`src/rtl/cache_refill_pkg.sv`:
```
// Shared widths, FSM state type and address-field helpers for the cache refill controller.
// Optional feature macro: CACHE_CRITICAL_WORD_FIRST_EN.
package cache_refill_pkg;

    localparam int SET_SIZE    = 4;
    localparam int SEL_WIDTH   = (SET_SIZE > 1) ? $clog2(SET_SIZE) : 1;
    localparam int ADDR_WIDTH  = 32;
    localparam int DATA_WIDTH  = 32;
    localparam int LINE_WORDS  = 4;
    localparam int OFF_WIDTH   = $clog2(LINE_WORDS);
    localparam int INDEX_WIDTH = 4;
    localparam int TAG_WIDTH   = ADDR_WIDTH - INDEX_WIDTH - OFF_WIDTH - 2;

    typedef enum logic [1:0] {
        IDLE   = 2'd0,
        WB     = 2'd1,
        FILL   = 2'd2,
        COMMIT = 2'd3
    } state_t;

    function automatic logic [TAG_WIDTH-1:0] addr_tag(input logic [ADDR_WIDTH-1:0] a);
        return a[ADDR_WIDTH-1 -: TAG_WIDTH];
    endfunction

    function automatic logic [INDEX_WIDTH-1:0] addr_index(input logic [ADDR_WIDTH-1:0] a);
        return a[INDEX_WIDTH+OFF_WIDTH+1 -: INDEX_WIDTH];
    endfunction

    function automatic logic [OFF_WIDTH-1:0] addr_offset(input logic [ADDR_WIDTH-1:0] a);
        return a[OFF_WIDTH+1 -: OFF_WIDTH];
    endfunction

    function automatic logic [ADDR_WIDTH-1:0] build_addr(input logic [TAG_WIDTH-1:0]   tag,
                                                         input logic [INDEX_WIDTH-1:0] idx,
                                                         input logic [OFF_WIDTH-1:0]   off);
        return {tag, idx, off, 2'b00};
    endfunction

endpackage

```
`src/rtl/refill_beat_counter.sv`:
```
// Word-offset counter for refill bursts: loads a start offset, advances per beat with
// natural wrap, and flags the beat that returns to the start offset (the last of the line).
module refill_beat_counter
    import cache_refill_pkg::*;
(
    input  logic                 clk_i,
    input  logic                 rst_ni,
    input  logic                 load_i,
    input  logic [OFF_WIDTH-1:0] start_i,
    input  logic                 en_i,
    output logic [OFF_WIDTH-1:0] cnt_o,
    output logic                 last_o
);

    logic [OFF_WIDTH-1:0] r_cnt;
    logic [OFF_WIDTH-1:0] r_start;
    logic [OFF_WIDTH-1:0] w_cnt_inc;

    assign w_cnt_inc = r_cnt + OFF_WIDTH'(1);

    always_ff @(posedge clk_i or negedge rst_ni) begin
        if (!rst_ni) begin
            r_cnt   <= '0;
            r_start <= '0;
        end else if (load_i) begin
            r_cnt   <= start_i;
            r_start <= start_i;
        end else if (en_i) begin
            r_cnt   <= w_cnt_inc;
        end
    end

    // After LINE_WORDS beats the counter is back at its start offset.
    assign cnt_o  = r_cnt;
    assign last_o = (w_cnt_inc == r_start);

endmodule

```
`src/rtl/cache_refill_controller.sv`:
```
// Victim write-back and line fill sequencer between the cache datapath and memory.
// Define CACHE_CRITICAL_WORD_FIRST_EN to fill from the requested word first and expose crit_valid_o.
module cache_refill_controller
    import cache_refill_pkg::*;
(
    input  logic                   clk_i,
    input  logic                   rst_ni,
    input  logic                   miss_i,
    input  logic [ADDR_WIDTH-1:0]  addr_i,
    input  logic [SEL_WIDTH-1:0]   victim_i,
    input  logic                   victim_valid_i,
    input  logic                   victim_dirty_i,
    input  logic [TAG_WIDTH-1:0]   victim_tag_i,
    input  logic [DATA_WIDTH-1:0]  line_rdata_i,
    output logic [OFF_WIDTH-1:0]   line_raddr_o,
    output logic                   line_we_o,
    output logic [SEL_WIDTH-1:0]   line_sel_o,
    output logic [OFF_WIDTH-1:0]   line_waddr_o,
    output logic [DATA_WIDTH-1:0]  line_wdata_o,
    output logic                   tag_we_o,
    output logic [TAG_WIDTH-1:0]   tag_o,
    output logic                   mem_req_o,
    output logic                   mem_we_o,
    output logic [ADDR_WIDTH-1:0]  mem_addr_o,
    output logic [DATA_WIDTH-1:0]  mem_wdata_o,
    input  logic                   mem_ready_i,
    input  logic [DATA_WIDTH-1:0]  mem_rdata_i,
    output logic                   repl_write_en_o,
    output logic                   busy_o,
    output logic                   done_o,
`ifdef CACHE_CRITICAL_WORD_FIRST_EN
    output logic                   crit_valid_o,
`endif
    output state_t                 state_o
);

    // Memory handshake: a beat completes in any cycle where mem_req_o and mem_ready_i are both 1;
    // the request holds address/data steady until then, and ready without a request is ignored.

    state_t                   r_state;
    state_t                   w_next;
    logic [TAG_WIDTH-1:0]     r_miss_tag;
    logic [INDEX_WIDTH-1:0]   r_index;
    logic [SEL_WIDTH-1:0]     r_victim;
    logic [TAG_WIDTH-1:0]     r_victim_tag;
    logic                     w_beat;
    logic                     w_load;
    logic [OFF_WIDTH-1:0]     w_load_off;
    logic [OFF_WIDTH-1:0]     w_cnt;
    logic                     w_last;
    logic [OFF_WIDTH-1:0]     w_miss_start;
    logic [OFF_WIDTH-1:0]     w_fill_start;

`ifdef CACHE_CRITICAL_WORD_FIRST_EN
    logic [OFF_WIDTH-1:0]     r_crit_off;

    assign w_miss_start = addr_offset(addr_i);
    assign w_fill_start = r_crit_off;
    assign crit_valid_o = (r_state == FILL) && w_beat && (w_cnt == r_crit_off);
`else
    assign w_miss_start = '0;
    assign w_fill_start = '0;
`endif

    assign w_beat     = ((r_state == WB) || (r_state == FILL)) && mem_ready_i;
    assign busy_o     = (r_state != IDLE);
    assign line_sel_o = busy_o ? r_victim : '0;
    assign state_o    = r_state;

    always_ff @(posedge clk_i or negedge rst_ni) begin
        if (!rst_ni) begin
            r_state <= IDLE;
        end else begin
            r_state <= w_next;
        end
    end

    always_ff @(posedge clk_i or negedge rst_ni) begin
        if (!rst_ni) begin
            r_miss_tag   <= '0;
            r_index      <= '0;
            r_victim     <= '0;
            r_victim_tag <= '0;
`ifdef CACHE_CRITICAL_WORD_FIRST_EN
            r_crit_off   <= '0;
`endif
        end else if ((r_state == IDLE) && miss_i) begin
            r_miss_tag   <= addr_tag(addr_i);
            r_index      <= addr_index(addr_i);
            r_victim     <= victim_i;
            r_victim_tag <= victim_tag_i;
`ifdef CACHE_CRITICAL_WORD_FIRST_EN
            r_crit_off   <= addr_offset(addr_i);
`endif
        end
    end

    refill_beat_counter u_beat_counter (
        .clk_i   (clk_i),
        .rst_ni  (rst_ni),
        .load_i  (w_load),
        .start_i (w_load_off),
        .en_i    (w_beat),
        .cnt_o   (w_cnt),
        .last_o  (w_last)
    );

    always_comb begin
        w_next          = r_state;
        w_load          = 1'b0;
        w_load_off      = '0;
        line_raddr_o    = '0;
        line_we_o       = 1'b0;
        line_waddr_o    = '0;
        line_wdata_o    = '0;
        tag_we_o        = 1'b0;
        tag_o           = '0;
        mem_req_o       = 1'b0;
        mem_we_o        = 1'b0;
        mem_addr_o      = '0;
        mem_wdata_o     = '0;
        repl_write_en_o = 1'b0;
        done_o          = 1'b0;
        case (r_state)
            IDLE: begin
                if (miss_i) begin
                    w_load = 1'b1;
                    if (victim_valid_i && victim_dirty_i) begin
                        w_next     = WB;
                        w_load_off = '0;
                    end else begin
                        w_next     = FILL;
                        w_load_off = w_miss_start;
                    end
                end
            end
            WB: begin
                mem_req_o    = 1'b1;
                mem_we_o     = 1'b1;
                mem_addr_o   = build_addr(r_victim_tag, r_index, w_cnt);
                line_raddr_o = w_cnt;
                mem_wdata_o  = line_rdata_i;
                // Reload the counter so the fill can begin at its own start offset.
                if (w_beat && w_last) begin
                    w_next     = FILL;
                    w_load     = 1'b1;
                    w_load_off = w_fill_start;
                end
            end
            FILL: begin
                mem_req_o  = 1'b1;
                mem_addr_o = build_addr(r_miss_tag, r_index, w_cnt);
                if (w_beat) begin
                    line_we_o    = 1'b1;
                    line_waddr_o = w_cnt;
                    line_wdata_o = mem_rdata_i;
                    if (w_last) begin
                        w_next = COMMIT;
                    end
                end
            end
            COMMIT: begin
                tag_we_o        = 1'b1;
                tag_o           = r_miss_tag;
                repl_write_en_o = 1'b1;
                done_o          = 1'b1;
                w_next          = IDLE;
            end
            default: w_next = IDLE;
        endcase
    end

endmodule
```
`config.mk`:
```
export PLATFORM = sky130hd
export DESIGN_NAME = cache_refill_controller
export DESIGN_NICKNAME = d
export VERILOG_FILES = /design/src/rtl/cache_refill_pkg.sv /design/src/rtl/refill_beat_counter.sv /design/src/rtl/cache_refill_controller.sv
export SDC_FILE = /design/constraint.sdc
export NUM_CORES = 1
export LEC_CHECK = 0
export ABC_AREA = 1
export BUFFER_PORTS_ARGS = -buffer_cell sky130_fd_sc_hd__buf_2
export CAP_MARGIN = 20
export CORE_AREA = 2 2 101 103
export CTS_CLUSTER_SIZE = 40
export DETAILED_ROUTE_END_ITERATION = 8
export DIE_AREA = 0 0 103 105
export PLACE_DENSITY = 0.72
export SLEW_MARGIN = 40
export SYNTH_ARGS = -nofsm -noshare
export SYNTH_HDL_FRONTEND = slang
export SYNTH_SLANG_ARGS = --single-unit
```
`constraint.sdc`:
```
create_clock -name clk_i -period 1.7 [get_ports clk_i]
set_clock_uncertainty 0.05 [all_clocks]
set_input_delay 0.255 -clock clk_i [delete_from_list [all_inputs] [get_ports clk_i]]
set_output_delay 0.255 -clock clk_i [all_outputs]
set_load 0.02 [all_outputs]
```
# After elaboration in Yosys (flattened, before gate mapping)
# Cells that the tools add are included.
# word_totals
regBits	58
input_bits	128
output_inout_bits	135
elab_cells	50
# classes
addsub	1
n_eq_ne	7
mux	25
reduce_logical	11
# ops
operator	n
two-way mux 32 bit	3
one-hot mux 32 bit (2 select lines)	1
two-way mux 24 bit	1
two-way mux 2 bit	11
one-hot mux 2 bit (4 select lines)	1
two-way mux 1 bit	7
!= test 2 bit (second input constant)	3
== test 2 bit (second input constant)	2
logical AND 1 bit	4
logical NOT 2 bit	2
AND reduction 4 bit	1
nonzero test 2 bit	2
adder 2 x 1 -> 2 bit (second input constant)	1
== test 2 x 1 -> 1 bit (second input constant)	1
!= test 2 x 1 -> 1 bit (second input constant)	1
one-hot mux 1 bit (2 select lines)	1
OR reduction 2 bit	1
logical OR 1 bit	1

# Longest topological paths before layout
# Gate-level depths: netlist (run 1).
# depth
ltp_word	7
ltp_mapped	9
depth_no_buf	8

# Cells and area by module
# A second synthesis (run 1) with hierarchy kept.
# unflattened
hier_cells	487
hier_area_um2	3647.2
# modules_own_cells
mod	n_inst	cells_per_inst	area_each_um2	seq_area_each_um2
cache_refill_controller	1	458	3433.3	1401.3
refill_beat_counter	1	29	214.0	100.1

# Worst setup path after synthesis (run 1)
# No wires, ideal clock.
# synth_timing
path_kind	register -> output
start	register r_state[0], in the netlist state_o[0]
end	output port line_waddr_o[0]
arrival_time_ps	1799
t_required_ps	1395
setup_slack_ps	-404
stages_incl_launch_ff	7
n_path_buf	2
path_cell_list	dfrtp_1 inv_1 ha_1 buf_2 nand3_2 buf_2 nor2_1
# synth_between
elab_chain_len	5
word_cells_on_any_way	6
cone_classes	eq/ne (2); mux (2); reduce/logical (2)
# synth_lines
element	line	source
start: declaration	cache_refill_controller.sv:40	state_t r_state;
start signal: assignment	cache_refill_controller.sv:74	r_state <= w_next;
== test 2 x 1 -> 1 bit or == test 2 bit (tied branches)	cache_refill_controller.sv:65, cache_refill_controller.sv:124	
logical OR 1 bit	cache_refill_controller.sv:65	assign w_beat = ((r_state == WB) || (r_state == FILL)) && mem_ready_i;
logical AND 1 bit	cache_refill_controller.sv:65	
two-way mux 2 bit	cache_refill_controller.sv:153	if (w_beat) begin
two-way mux 2 bit *	cache_refill_controller.sv:124	case (r_state)
end: declaration	cache_refill_controller.sv:18	output logic [OFF_WIDTH-1:0] line_waddr_o,
# Mark *: on every way between the ends. The rest lies on a longest branch, timed or not.

# Worst setup path in the final report (run 1)
# layout_timing
start	register r_state[1], in the netlist state_o[1]
end	output port tag_o[5]
# layout_between
elab_chain_len	2
# layout_lines
element	line	source
== test 2 bit	cache_refill_controller.sv:124	
two-way mux 24 bit	cache_refill_controller.sv:124	
end: declaration	cache_refill_controller.sv:21	output logic [TAG_WIDTH-1:0] tag_o,
# Every way passes these cells.

==> impl_metrics.ini, run 1 <==
[route]
wire_per_inst_um = 15.9
ant_nets = 0
drt_wl_total_um = 15500
drt_iter0_markers = 220
vias = 4656
first_pass_iters = 4
drc = 0
vias_per_cell = 4.78

[run_status]
violations = negative setup slack
status = complete, but fails checks

[sta]
tightest_slew_ns = 0.585
setup_viol = 127
period_minus_slack_ns = 2.00
fin_ws_ns = -0.295
clock.fmax_mhz = 501
max-slew-margin-rel = 0.610
grt_setup_unrepaired = yes
final_max_slew_viol_count = 0
finalCritPeriodShare = 1.17
hold_viol_final = 0

[synthesis]
synth.area.top_cells = dfrtp_1, nand2_1, inv_1
synth_adder_area_share = 0.0174
muxShareOfSynthArea = 0
yosys_most_used_dff = dfrtp_1
yosysTopAreaCell = dfrtp_1
synth_commonest_cells = nand2_1, inv_1, dfrtp_1, nand3_1, nor2_1
synthXorXnorAreaFrac = 0.00244
synth.ff_latch_count = 58
synth_cell_type_count = 18
syn_area_um2 = 3590
yosysMostFrequentCell = nand2_1
yosysWarnings = 0
synthSimpleGateAreaFrac = 0.361
synthArstFlopShare = 1.00
synth_seq_area_share = 0.404
synth_top_family_by_area = simple AND/OR/NAND/NOR gates
syn_inst = 566
synth_top_area_share = 0.404
synth-edff-count = 0
avgSynthCellArea_um2 = 6.34
synth_compound_area_frac = 0.0432

[cts]
tritoncts = built
cts_buffer_depth = 2
cts.clk_slew.worst_paths_ns = 0.07
cts_max_level = 3
clockRootBuffer = clkbuf_8
cts_made_buffers = 9
cts_num_sinks = 58
clock_latency_ns = 0.34

[setup_path]
crit_path_start_kind = register
critPathCaptureType = output pin
crit_type = register to output pin
arrival_ns = 1.69
path_max_fanout = 6
cp.required_ns = 1.39

[global_routing]
grtUsageTotal = 0.252
grt_max_degree = 43
first_global_vias = 4514
grt_overflow = 0
grt_antenna_before_repair = 0
grt_first_pass_wirelength_um = 21400

[floorplan]
die_area_um2 = 10800
rows = 36
die_w_um = 103
coreArea_um2 = 9640
initial_core_util = 0.372
die_h_um = 105
top_level_ports = 263

[pwr]
p_total_mw = 11.5
powerDensity_nw_per_um2 = 1630
p_leak_nw = 4.01
peakVddDrop_mv = 0.939

[layout]
n_antenna_cell = 0
drive_above_1_share = 0.529
fin_util = 0.731
area_growth_pct = 96.2
post-route-cell-area_um2 = 7040
finalNetCount = 970

[placement]
placed_area_um2 = 5700
gp_congestion = 0.806
place_hpwl_um = 9790
numPortBuffers = 256

[hold_path]
hp-class = primary input to register

[run]
cap_violations = 0
[final timing paths]
check	slack [ns]	cells after the start	end	start
hold reg to reg	0.42	2	r_victim_tag[22]	r_victim_tag[22]
max in group asynchronous	0.65	3	r_miss_tag[22]	rst_ni
min in group asynchronous	0.40	2	r_miss_tag[0]	rst_ni
setup / recovery	-0.30	7	tag_o[5]	state_o[1]
hold / removal	0.09	3	r_miss_tag[7]	addr_i[15]
setup reg to reg	0.13	7	r_miss_tag[19]	state_o[0]
[cells by family (layout without fill, tap and decap cells)]
family                     Yosys count  in the layout
DFF                                 58             58
other                                1              2
xor gates and xnor gates             1              1
adders and majority gates            5              5
and+or+nand+nor                    325            325
AOI/OAI and AO/OA                   31             31
buffers and inverters              145            419
[area by class of cell]
class / instances / area [µm²]
Tap cell: 133 / 166
Inverter: 106 / 405
Sequential cell: 58 / 1450
Clock inverter: 2 / 12.5
Clock buffer: 13 / 159
Timing Repair Buffer: 298 / 2600
Fill cell: 724 / 2600
Multi-Input combinational cell: 364 / 2250
[report_power, final]
group          total (mW)  internal (mW)  switching (mW)
clock network        1.15          0.599           0.551
registers            2.57           2.04           0.530
logic                7.74           3.39            4.36
total                11.5           6.02            5.44
[flip-flops by register name, summed over array words and instances, names as in the netlist]
| signal | count |
|---|---|
| u_beat_counter.cnt_o | 2 |
| state_o | 2 |
| r_victim | 2 |
| r_index | 4 |
| r_miss_tag | 24 |
| r_victim_tag | 24 |
[metal layers]
layer | routed length (µm) | vias to the layer above | GRT usage
li1 | - | 2199 | -
met1 | 5490 | 2194 | 0.286
met2 | 8340 | 230 | 0.462
met3 | 1300 | 33 | 0.0415
met4 | 354 | 0 | 0.0959
met5 | 0 | - | 0
[timing repair]
item / CTS / global route
endpoints found under the setup margin: 130 / 130
hold endpoints to repair: 20 / 0
hold buffers: 1 / 0
setup buffers: 5 / 6
resized for setup: 101 / 201
gates cloned: 2 / 7
pin swaps: 0 / 5
[critical path: stages, from the launching register on]
cell and delay (ns):
dfrtp_2 0.43, buf_4 0.14, buf_6 0.12, ha_4 0.20, clkbuf_16 0.18, nand2_1 0.07
inv_1 0.06, buf_6 0.13
[through the flow]
step	std cells	setup slack [ns]	hold slack (ns)	setup TNS, ns
2_1_floorplan	567	-0.0788	-0.0906	-1.98
5_1_grt	974	-0.355	0.104	-36.54
3_5_place_dp	941	-0.0315	0.230	-0.0508
4_1_cts	964	-0.323	0.0851	-29.96
3_3_place_gp	941	0.0188	0.226	0
6_report	974	-0.295	0.0907	-29.24
[cell usage in the layout (no fill, tap or decap), types with 20 or more instances in the layout]
cell	count
nand2_1	175
buf_2	143
buf_6	99
inv_1	89
dfrtp_1	56
nand3_1	53
nand2_2	42
nor2_4	38
buf_4	30
a21oi_4	20
(Power assumes the default switching activity.)
==> run 2, diff against run 1 <==
==> constraint.sdc (replaced) <==
create_clock -name clk_i -period 1.7 [get_ports clk_i]
set_clock_uncertainty 0.05 [all_clocks]
set_input_delay 0.085 -clock clk_i [delete_from_list [all_inputs] [get_ports clk_i]]
set_output_delay 0.085 -clock clk_i [all_outputs]
set_load 0.02 [all_outputs]
==> impl_metrics.ini, run 2 (synthesized netlist as in run 1, its figures left out) <==
[run_status]
status = complete, but fails checks
violations = negative setup slack

[floorplan]
die_area_um2 = 10800
rows = 36
initial_core_util = 0.372
die_h_um = 105
coreArea_um2 = 9640
top_level_ports = 263
die_w_um = 103

[route]
vias = 4875
drc = 0
drt_iter0_markers = 238
ant_nets = 0
first_pass_iters = 4
drt_wl_total_um = 16400
vias_per_cell = 4.79
wire_per_inst_um = 16.1

[sta]
grt_setup_unrepaired = yes
hold_viol_final = 0
hold_ws_ns = 0.0797
max-slew-margin-rel = 0.654
final_max_slew_viol_count = 0
tightest_slew_ns = 0.519
period_minus_slack_ns = 1.81
clock.fmax_mhz = 552
fin_ws_ns = -0.111
finalCritPeriodShare = 1.07
setup_viol = 93

[layout]
final_cell_mix = nand2_1, buf_2, inv_1
finalNetCount = 1013
seq_area_um2 = 1450
stdcell_count = 1018
layout.cells.most_common = nand2_1
area_growth_pct = 102
n_antenna_cell = 0
fillers = 681
drive_above_1_share = 0.476
post-route-cell-area_um2 = 7250
multi_input_area_um2 = 2160
top_regs = r_miss_tag x24, r_victim_tag x24, r_index x4

[cts]
cts.clk_slew.worst_paths_ns = 0.08
cts_num_sinks = 58
cts_made_buffers = 9
cts_max_level = 3
tritoncts = built
clockRootBuffer = clkbuf_8
cts_buffer_depth = 2
clock_latency_ns = 0.34

[setup_path]
critPathCaptureType = output pin
path_max_fanout = 16
max_stage_delay_ns = 0.38
arrival_ns = 1.68
critPathTopFamily = buffers and inverters
slowest_stage = dfrtp_2
crit_type = register to output pin
crit_path_start_kind = register
cp_cell_sequence = inv_2, ha_4, nand3_4, buf_12, nor2_2, buf_6
path_buf_inv = 3
cp.required_ns = 1.56

[pwr]
peakVddDrop_mv = 0.846
p_leak_nw = 4.23
powerDensity_nw_per_um2 = 1570
p_total_mw = 11.3

[global_routing]
grt_max_degree = 56
grt_overflow = 0
first_global_vias = 4833
grt_first_pass_wirelength_um = 22900
grtUsageTotal = 0.267
grt_antenna_before_repair = 1

[run]
cap_violations = 0

[placement]
gp_congestion = 0.852
place_hpwl_um = 9520
numPortBuffers = 256
place_inst = 934
placed_area_um2 = 5350
dpl_worst_slack_ns = 0.0740

[hold_path]
hp-class = primary input to register
-- run 2: where the power goes --
| group | internal [mW] | switching, mW | total [mW] | leakage, nW |
|---|---|---|---|---|
| Combinational | 2.98 | 4.20 | 7.17 | 3.40 |
| Sequential | 2.03 | 0.508 | 2.54 | 0.709 |
| Clock | 0.988 | 0.637 | 1.63 | 0.122 |
-- run 2: through the flow --
stage / utilization / TNS [ns]
after global placement: 0.555 / 0
after CTS: 0.682 / -4.85
after floorplan: - / 0
after global routing: 0.752 / -11.70
after detailed placement: 0.555 / 0
final: 0.752 / -5.57
-- run 2: layout make-up --
| cell class | count | share of cell area |
|---|---|---|
| multi-input cells | 364 | 0.298 |
| repair buffers | 341 | 0.388 |
| inverters | 106 | 0.0553 |
| flip-flops and latches | 58 | 0.201 |
| clock buffers | 9 | 0.0171 |
| clock inverters | 7 | 0.0174 |
| well taps | 133 | 0.0230 |
-- run 2: metal layers --
layer  GRT usage  part of all wire  vias to the layer above  wire [µm]
met4      0.0930             0.039                        2        643
li1            -                 -                     2277          -
met2       0.484              0.51                      263       8420
met1       0.294              0.37                     2274       6080
met3      0.0709             0.073                       59       1200
met5           0           0.00079                        -         13
-- run 2: worst min-delay path, stage by stage --
cell,delay [ns]
buf_2,0.13
nand3_1,0.08
nand2_1,0.05
inv_1,0.05
nor2_1,0.05
-- run 2: path summary, 6_finish.rpt --
kind | start | endpoint | slack (ns) | depth (start not counted)
max in group asynchronous | rst_ni | r_miss_tag[6] | 0.83 | 3
min in group asynchronous | rst_ni | r_miss_tag[19] | 0.17 | 2
worst max register to register | state_o[0] | state_o[0] | 0.10 | 9
worst min register to register | r_victim_tag[3] | r_victim_tag[3] | 0.42 | 2
worst max-delay path | state_o[0] | line_wdata_o[2] | -0.11 | 6
worst min-delay path | mem_ready_i | u_beat_counter.cnt_o[1] | 0.08 | 5
-- run 2: repair_timing --
action,CTS,global route
hold endpoints to repair,70,0
pin swaps,3,28
gates resized for setup,102,168
endpoints found under the setup margin,95,105
setup buffers,4,1
hold buffers,57,0
gates cloned,2,4
